--- src/rtl/kbd_event_fifo.sv ---
// kbd_event_fifo: pulls PS/2 scan-code bytes from ps2_keyboard, decodes E0/F0
// prefixes and modifier state, and queues 16-bit key events in a
// first-word-fall-through FIFO that the CPU reads through the dmem_kbd region.
module kbd_event_fifo #(
  parameter int DEPTH  = 8,
  parameter int ADDR_W = 3
) (
  input  logic              clock,
  input  logic              reset,
  input  logic [7:0]        ps2_data,
  input  logic              ps2_ready,
  output logic              ps2_nextdata_n,
  input  logic              evt_pop,
  output logic              evt_valid,
  output logic [15:0]       evt_data,
  output logic [ADDR_W:0]   evt_count,
  output logic              overflow,
  input  logic              clr_ovf
);

  typedef enum logic [1:0] {S_IDLE, S_E0, S_F0, S_E0F0} state_t;

  localparam logic [ADDR_W:0] FULL_CNT = (ADDR_W+1)'(DEPTH);

  state_t            state_q, state_d;
  logic              nextdata_n_q;
  logic              shift_q, shift_d, ctrl_q, ctrl_d;
  logic              caps_q, caps_d, caps_held_q, caps_held_d;
  logic [8:0]        last_make_q, last_make_d;
  logic              last_vld_q, last_vld_d;
  logic              take, evt_push, is_brk, is_ext, rpt;
  logic [15:0]       evt_word;

  logic [15:0]       mem_q [DEPTH];
  logic [ADDR_W-1:0] rd_ptr_q, wr_ptr_q;
  logic [ADDR_W:0]   count_q, count_d;
  logic              overflow_q;
  logic              full, pop_ok, push_ok, drop;

  // Bytes the keyboard sends for status/acks; never turned into events from IDLE.
  function automatic logic is_ignored(input logic [7:0] b);
    case (b)
      8'hAA, 8'hFA, 8'hEE, 8'hFE, 8'h00, 8'hFF: is_ignored = 1'b1;
      default:                                  is_ignored = 1'b0;
    endcase
  endfunction

  // A byte is accepted only while the strobe is idle, so intake is one byte per two cycles.
  assign take = ps2_ready & nextdata_n_q;

  // Prefix decoding, modifier tracking, repeat detection and event assembly.
  always_comb begin
    state_d     = state_q;
    shift_d     = shift_q;
    ctrl_d      = ctrl_q;
    caps_d      = caps_q;
    caps_held_d = caps_held_q;
    last_make_d = last_make_q;
    last_vld_d  = last_vld_q;
    evt_push    = 1'b0;
    is_brk      = 1'b0;
    is_ext      = 1'b0;
    rpt         = 1'b0;
    if (take) begin
      case (state_q)
        S_IDLE: begin
          if (ps2_data == 8'hE0)      state_d = S_E0;
          else if (ps2_data == 8'hF0) state_d = S_F0;
          else if (!is_ignored(ps2_data)) evt_push = 1'b1;
        end
        S_E0: begin
          if (ps2_data == 8'hF0)      state_d = S_E0F0;
          else if (ps2_data != 8'hE0) begin evt_push = 1'b1; is_ext = 1'b1; end
        end
        S_F0: begin
          if (ps2_data == 8'hE0)      state_d = S_E0;
          else if (ps2_data != 8'hF0) begin evt_push = 1'b1; is_brk = 1'b1; end
        end
        default: begin
          if (ps2_data != 8'hE0 && ps2_data != 8'hF0) begin
            evt_push = 1'b1;
            is_brk   = 1'b1;
            is_ext   = 1'b1;
          end
        end
      endcase
      if (evt_push) begin
        state_d = S_IDLE;
        if (!is_ext && (ps2_data == 8'h12 || ps2_data == 8'h59)) shift_d = ~is_brk;
        if (ps2_data == 8'h14) ctrl_d = ~is_brk;
        if (!is_ext && ps2_data == 8'h58) begin
          if (is_brk) caps_held_d = 1'b0;
          else begin
            if (!caps_held_q) caps_d = ~caps_q;
            caps_held_d = 1'b1;
          end
        end
        if (!is_brk) begin
          rpt         = last_vld_q && (last_make_q == {is_ext, ps2_data});
          last_make_d = {is_ext, ps2_data};
          last_vld_d  = 1'b1;
        end else if (last_vld_q && last_make_q == {is_ext, ps2_data}) begin
          last_vld_d  = 1'b0;
        end
      end
    end
    evt_word = {is_brk, is_ext, rpt, shift_d, ctrl_d, caps_d, 2'b00, ps2_data};
  end

  // Handshake strobe and parser/modifier state registers.
  always_ff @(posedge clock) begin
    if (reset) begin
      nextdata_n_q <= 1'b1;
      state_q      <= S_IDLE;
      shift_q      <= 1'b0;
      ctrl_q       <= 1'b0;
      caps_q       <= 1'b0;
      caps_held_q  <= 1'b0;
      last_make_q  <= '0;
      last_vld_q   <= 1'b0;
    end else begin
      nextdata_n_q <= ~take;
      state_q      <= state_d;
      shift_q      <= shift_d;
      ctrl_q       <= ctrl_d;
      caps_q       <= caps_d;
      caps_held_q  <= caps_held_d;
      last_make_q  <= last_make_d;
      last_vld_q   <= last_vld_d;
    end
  end

  // A full FIFO still accepts a push when the head is popped in the same cycle.
  assign full    = (count_q == FULL_CNT);
  assign pop_ok  = evt_pop & (count_q != '0);
  assign push_ok = evt_push & (~full | evt_pop);
  assign drop    = evt_push & full & ~evt_pop;

  // Occupancy follows accepted pushes and pops.
  always_comb begin
    count_d = count_q;
    case ({push_ok, pop_ok})
      2'b10:   count_d = count_q + 1'b1;
      2'b01:   count_d = count_q - 1'b1;
      default: count_d = count_q;
    endcase
  end

  // Event storage; contents need no reset since occupancy gates visibility.
  always_ff @(posedge clock) begin
    if (push_ok) mem_q[wr_ptr_q] <= evt_word;
  end

  // Pointers, occupancy and sticky overflow (a drop wins over clr_ovf).
  always_ff @(posedge clock) begin
    if (reset) begin
      rd_ptr_q   <= '0;
      wr_ptr_q   <= '0;
      count_q    <= '0;
      overflow_q <= 1'b0;
    end else begin
      if (push_ok) wr_ptr_q <= wr_ptr_q + 1'b1;
      if (pop_ok)  rd_ptr_q <= rd_ptr_q + 1'b1;
      count_q <= count_d;
      if (drop)         overflow_q <= 1'b1;
      else if (clr_ovf) overflow_q <= 1'b0;
    end
  end

  assign ps2_nextdata_n = nextdata_n_q;
  assign evt_valid      = (count_q != '0);
  assign evt_data       = evt_valid ? mem_q[rd_ptr_q] : 16'h0000;
  assign evt_count      = count_q;
  assign overflow       = overflow_q;

endmodule

--- config.mk ---
export PLATFORM = sky130hd
export DESIGN_NAME = kbd_event_fifo
export DESIGN_NICKNAME = d
export VERILOG_FILES = /design/src/rtl/kbd_event_fifo.sv
export SDC_FILE = /design/constraint.sdc
export NUM_CORES = 1
export LEC_CHECK = 0
export ABC_AREA = 1
export BUFFER_PORTS_ARGS = -buffer_cell sky130_fd_sc_hd__buf_2
export CAP_MARGIN = 20
export CORE_ASPECT_RATIO = 1.5
export CORE_MARGIN = 2
export CORE_UTILIZATION = 55
export DETAILED_ROUTE_END_ITERATION = 10
export HOLD_SLACK_MARGIN = 0.15
export PLACE_DENSITY = 0.81
export SLEW_MARGIN = 15
export SYNTH_ARGS = -nofsm -noshare
export SYNTH_HDL_FRONTEND = slang
export SYNTH_SLANG_ARGS = --single-unit
--- constraint.sdc ---
create_clock -name clock -period 6.4 [get_ports clock]
set_input_delay 0.64 -clock clock [delete_from_list [all_inputs] [get_ports clock]]
set_output_delay 0.64 -clock clock [all_outputs]
set_load 0.02 [all_outputs]
# Yosys cells after proc, flatten, opt, wreduce, memory -nomap -nowiden
# Memory sizes are Yosys's and may differ from the RTL's. A register that Yosys moved wholly into a read port is not among the register bits.
# Cells that the tools add are included.
[totals]
regBits = 28
ramBits = 112
inputBits = 13
elab_cells = 123
memories = 1
[mem_list]
columns = ["memory", "depth", "word_bits", "rd", "rd_ports_with_merged_regs", "write_ports", "line_no", "rtl"]
rows = [
  ["mem_q", 8, 14, 1, 1, 1, "34", "logic [15:0] mem_q [DEPTH];"],
]
[op_classes]
add_sub_neg = 4
eq_ne = 23
muxes = 53
bitwise = 11
n_reduce_logical = 19
[op_table]
columns = ["cell", "n"]
rows = [
  ["$eq A8 B8 Y1 const B", 7],
  ["$mux W1", 40],
  ["$eq A8 B5 Y1 const B", 2],
  ["$eq A8 B7 Y1 const B", 2],
  ["$mux W16", 1],
  ["$ne A8 B8 Y1 const B", 2],
  ["$mux W2", 5],
  ["$eq A9 B9 Y1", 1],
  ["$reduce_and A3 Y1", 3],
  ["$logic_not A8 Y1", 1],
  ["$pmux W4 S2", 1],
  ["$reduce_bool A4 Y1", 2],
  ["$add A3 B1 Y3 const B", 2],
  ["$mux W3", 2],
  ["$ne A3 B3 Y1 const B", 2],
  ["$pmux W2 S3", 1],
  ["$reduce_or A6 Y1", 1],
  ["$and A1 B1 Y1", 5],
  ["$not A1 Y1", 5],
  ["$reduce_and A5 Y1", 1],
  ["$add A4 B1 Y4 const B", 1],
  ["$eq A2 B1 Y1 const B", 2],
  ["$eq A2 B2 Y1 const B", 2],
  ["$eq A4 B4 Y1 const B", 1],
  ["other kinds (12)", 18],
]

# Depth between registers and ports, before layout
[logic_depth]
word_depth = 16
mapped_depth = 15

# Least setup slack after synthesis
# No wires, ideal clock.
[synth_timing]
kind = "input -> register"
start = "in ps2_data[6]"
end = "mem mem_q[1][0] (netlist name), enable pin"
setup_time_ns = 0.384
arrival_time_ns = 2.231
path_slack_ns = 3.785
stages = 10
path_buffers = 1
cell_sequence = "buf_2 nand3_1 nor2_1 nor2_1 nand3_1 nand2_2 nand4_2 inv_2 nand2_1 nor2_1"
[synth_between]
elab_chain_cells = 16
elab_cells_between_ends = 31
cone_classes = "eq/ne: 9; mux: 18; bitwise: 1; reduce/logical: 3"
[synth_lines]
columns = ["element", "line_no", "rtl"]
rows = [
  ["start: declaration", "10", "input logic [7:0] ps2_data,"],
  ["$eq A8 B8 Y1 or $logic_not A8 Y1 (tied branches)", "42", "case (b)"],
  ["$reduce_or A6 Y1", "42", ""],
  ["$mux W1", "42", ""],
  ["$mux W1", "68", "else if (ps2_data == 8'hF0) state_d = S_F0;"],
  ["$mux W1", "67", "if (ps2_data == 8'hE0) state_d = S_E0;"],
  ["$mux W1", "65", "case (state_q)"],
  ["$mux W1", "64", "if (take) begin"],
  ["$mux W1", "69", "else if (!is_ignored(ps2_data)) evt_push = 1'b1;"],
  ["$mux W1", "68", ""],
  ["$mux W1", "67", ""],
  ["$pmux W1 S3 (*)", "65", ""],
  ["$mux W1 (*) (2 in series)", "64", ""],
  ["$and A1 B1 Y1 (*)", "136", "assign push_ok = evt_push & (~full | evt_pop);"],
  ["$mux W1 (*)", "151", "if (push_ok) mem_q[wr_ptr_q] <= evt_word;"],
  ["$mux W1 (not written as such) (*)", "151", ""],
  ["end: declaration", "34", ""],
]
# Every way passes the cells marked *; elsewhere a longest branch is shown, timed or not. The select of a mux whose other input is x is not followed.

==> results list <==
- Run status: finished, final reports clean
* Setup Skew: between 0.007 and 0.008 ns
* Worst hold margin: 0.473 ns
- Setup violations remaining at the end of the flow were counted as 0.
- The clock reaches the later pin of the worst-skew pair after 0.42 ns.
- Switching Fraction: 0.336
- Based on the critical path, the design can be clocked at up to ~300 MHz.
- The setup path with the least slack is of type reg2out.
- The number of pins with negative max-slew slack in the final report came to 0.
* Element type at the critical path start: flop
- Chip Width: roughly 91 um
* Peak ir drop on the vdd network: between 200 and 300 uV
- STA puts the critical path data arrival time at 2.78 ns.
- Critical Path RT: roughly 5.8 ns
- The share of total power dissipated in sequential elements is 0.386.
* Cell area after synthesis: between 6000 and 7000 um^2
- Relative to the synthesized area, the layout overhead comes to 14.4%.
- Hold repair after CTS inserted 0 buffers.
* Net load switching power: around 930 uW
* Routed wire length: ~14000 um
* Area fraction of the dominant cell type after synthesis: 0.541
* Number of standard cells after synthesis: between 600 and 700
- Via count: 4603
- Entering global routing, the biggest net connects 58 pins.
- In this run the worst hold path is classified as reg2reg.
- Overflow left after global routing: 0
- Power spread over the standard cell area amounts to between 300 and 400 nW/um^2.
* GRT busiest layer: met2
- DRT Pass-1 Iters: 5
- Async SR Flop Fraction: 0
* Filler cell count: 870
- FF/Latch Area: around 4000 um^2
* RSZ-0062 raised after global routing: no
- After the first detailed-routing iteration, the DRC count stood at ~550.
- Of all cell types, the one taking the most synthesized area is sky130_fd_sc_hd__edfxtp_1.
- Portion of total power attributed to the clock network: 0.350
* Maximum clock path buffer count: 2
- Dominant synthesized flop cell: sky130_fd_sc_hd__edfxtp_1
* Via/cell ratio: about 5.7
- Final antenna-violating net count: 0
- Number of enable-type register cells in the synthesized netlist: around 110
- Fraction of layout cells with a size suffix above 1: 0.138
* Die Span Y: 134 um
- Count of unique library cells instantiated by Yosys: 34
- At the end of routability-driven placement, the weighted congestion stood at between 0.8 and 0.9.
- Placed cell count: a little under 800
- Reg2Reg Setup Slack: 3.66 ns
- PortBufs: 33
- For met3 alone, demand over resource in global routing was 0.0506.
* Postcts setup bufs: 0
- Dividing the detail-routed wire length by the instance count gives about 18 um.
- DRC violation count after routing: 0
- Warnings from Yosys: 0
- The final hold violation count was 0.
- Total global routing track utilization: 0.249
* Count of state elements after synthesis: 143
- Min Tclk post-route: 3.42 ns
- Number of global-route vias before repair: 4529
- Placement Rows: 47
- The top cell types in the final layout, fill and taps aside, are 144 x sky130_fd_sc_hd__nor2_1, 112 x sky130_fd_sc_hd__edfxtp_1, 84 x sky130_fd_sc_hd__o21ai_0, 56 x sky130_fd_sc_hd__nand2_1, 34 x sky130_fd_sc_hd__inv_1.
* Combinational power share: 0.264
* Max H-tree Level: 4
- Static power due to leakage: approximately 0.0027 uW
- Worst-case headroom to the max-slew limit: 0.367
* TritonCTS clock tree: built
- Leaving out fill and tap cells, the most frequent cell in the layout is sky130_fd_sc_hd__nor2_1.
- The first global-routing pass estimated 22700 um of wire.
- The tool flagged a number of max-cap violations equal to 0.
- Synthesized area per cell: 10.2 um^2
- Boundary pin count: 36
- The number of antenna diodes in the final layout is 0.
* Leading cell types by total area after synthesis: sky130_fd_sc_hd__edfxtp_1 54%, sky130_fd_sc_hd__dfxtp_1 10%, sky130_fd_sc_hd__nor2_1 8.9%, sky130_fd_sc_hd__o21ai_0 6.8%, sky130_fd_sc_hd__nand2_1 3.4%
- Cell at the root of the clock tree: sky130_fd_sc_hd__clkbuf_16
* Area used by multi-input combinational logic: around 2000 um^2
- Post-layout nets: between 600 and 700
- For this run, the register share of the synthesized area comes to 0.641.
* CTS clk-pin slew, worst paths: roughly 0.06 ns
- Excluding fillers, the count of instances in the completed layout stands at roughly 810.
* CTS Buf Count: 17
- Met2 Usage GRT: 0.453
- Measured on the finished design, the core utilization comes to 0.646.
- Core footprint: around 11000 um^2
* Total Die Area: approximately 12000 um^2
* Worst Tran Pin Value: 0.948 ns
- The initial utilization of the core area, before any placement, comes to 0.565.
- Largest fanout of any net on the critical path: 29
- The clock net in this run drives a total of about 140 sinks.
- Antenna violations before repair: 0
- Setup TNS Final: 0 ns
* Met1 Track Usage GR: 0.265
- STA classifies the critical path endpoint as an output port.
- Summed over all nets, the half-perimeter wirelength after detailed placement is 9030 um.
- The internal power of the cells totals 1840 uW.
- In the finished design, the share of the clock period the worst path needs comes to 0.535.
* CTS-repair resized insts: 0
[cells by family (layout without fill, tap and decap cells)]
kind of cell | Yosys count | in the layout | share of synthesized area
flops | 143 | 143 | 0.641
simple gates | 240 | 240 | 0.160
buf+inv | 67 | 113 | 0.0427
fa+ha+maj | 9 | 9 | 0.0181
other cells | 1 | 2 | 0.000604
xor+xnor | 11 | 11 | 0.0155
compound gates | 140 | 140 | 0.121
[worst max-delay path: stages, from the launching register on]
cell and delay [ns]:
sky130_fd_sc_hd__dfxtp_1 0.31, sky130_fd_sc_hd__buf_4 0.30, sky130_fd_sc_hd__clkinv_1 0.76, sky130_fd_sc_hd__o21ai_0 0.33, sky130_fd_sc_hd__o22ai_1 0.11, sky130_fd_sc_hd__o21ai_0 0.23, sky130_fd_sc_hd__a31oi_1 0.10, sky130_fd_sc_hd__buf_2 0.21
[power groups by stage]
stage	combinational, uW	clock, uW	sequential, uW
after floorplan	484	0	1100
after global placement	701	0	1080
after detailed placement	725	0	1090
after CTS	731	977	1070
after global routing	803	1010	1070
final	730	969	1070
[path summary, 6_finish.rpt]
kind	start	to	cells after the start
setup / recovery	flop	evt_data[5]	7
hold / removal	last_vld_q	last_vld_q	2
setup reg to reg	evt_count[1]	evt_count[3]	11
hold reg to reg	last_vld_q	last_vld_q	2
[synthesized netlist by cell type, types with 6 or more instances]
cell type,n
sky130_fd_sc_hd__clkbuf_1,22
sky130_fd_sc_hd__nor3_1,7
sky130_fd_sc_hd__inv_1,34
sky130_fd_sc_hd__edfxtp_1,112
sky130_fd_sc_hd__o21ai_1,6
sky130_fd_sc_hd__a21oi_1,17
sky130_fd_sc_hd__o22ai_1,14
sky130_fd_sc_hd__xor2_1,7
sky130_fd_sc_hd__dfxtp_1,31
sky130_fd_sc_hd__nand3_1,16
sky130_fd_sc_hd__o21ai_0,84
sky130_fd_sc_hd__nand2_1,56
sky130_fd_sc_hd__ha_1,9
sky130_fd_sc_hd__a31oi_1,14
sky130_fd_sc_hd__nor2_1,147
[state kept, by name, summed over array words and instances, names as in the netlist, 2 cells and up, named ones only]
register / cells
wr_ptr_q: 3
state_q: 2
last_make_q: 9
evt_count: 4
mem_q: 112
rd_ptr_q: 3
[metal layers]
metal,wire [um],up-vias
met2,7610,191
met5,0,-
met3,865,42
met1,5300,2193
li1,-,2177
met4,542,0
[stage by stage]
step	setup WS [ns]	instance area [um^2]	total power [uW]
3_5_place_dp	3.30	6520	1810
5_1_grt	2.80	7110	2890
2_1_floorplan	3.79	6210	1580
3_3_place_gp	3.09	6520	1790
6_report	2.98	7110	2770
4_1_cts	2.95	7110	2770
[final cells by class]
type | count | area share
clock inverter | 14 | 0.0224
sequential | 143 | 0.561
tap | 147 | 0.0259
clock buffer | 18 | 0.0604
multi-input combinational | 402 | 0.278
inverter | 40 | 0.0215
timing repair buffer | 41 | 0.0317
Note: power is estimated with default switching activity, not from simulation.
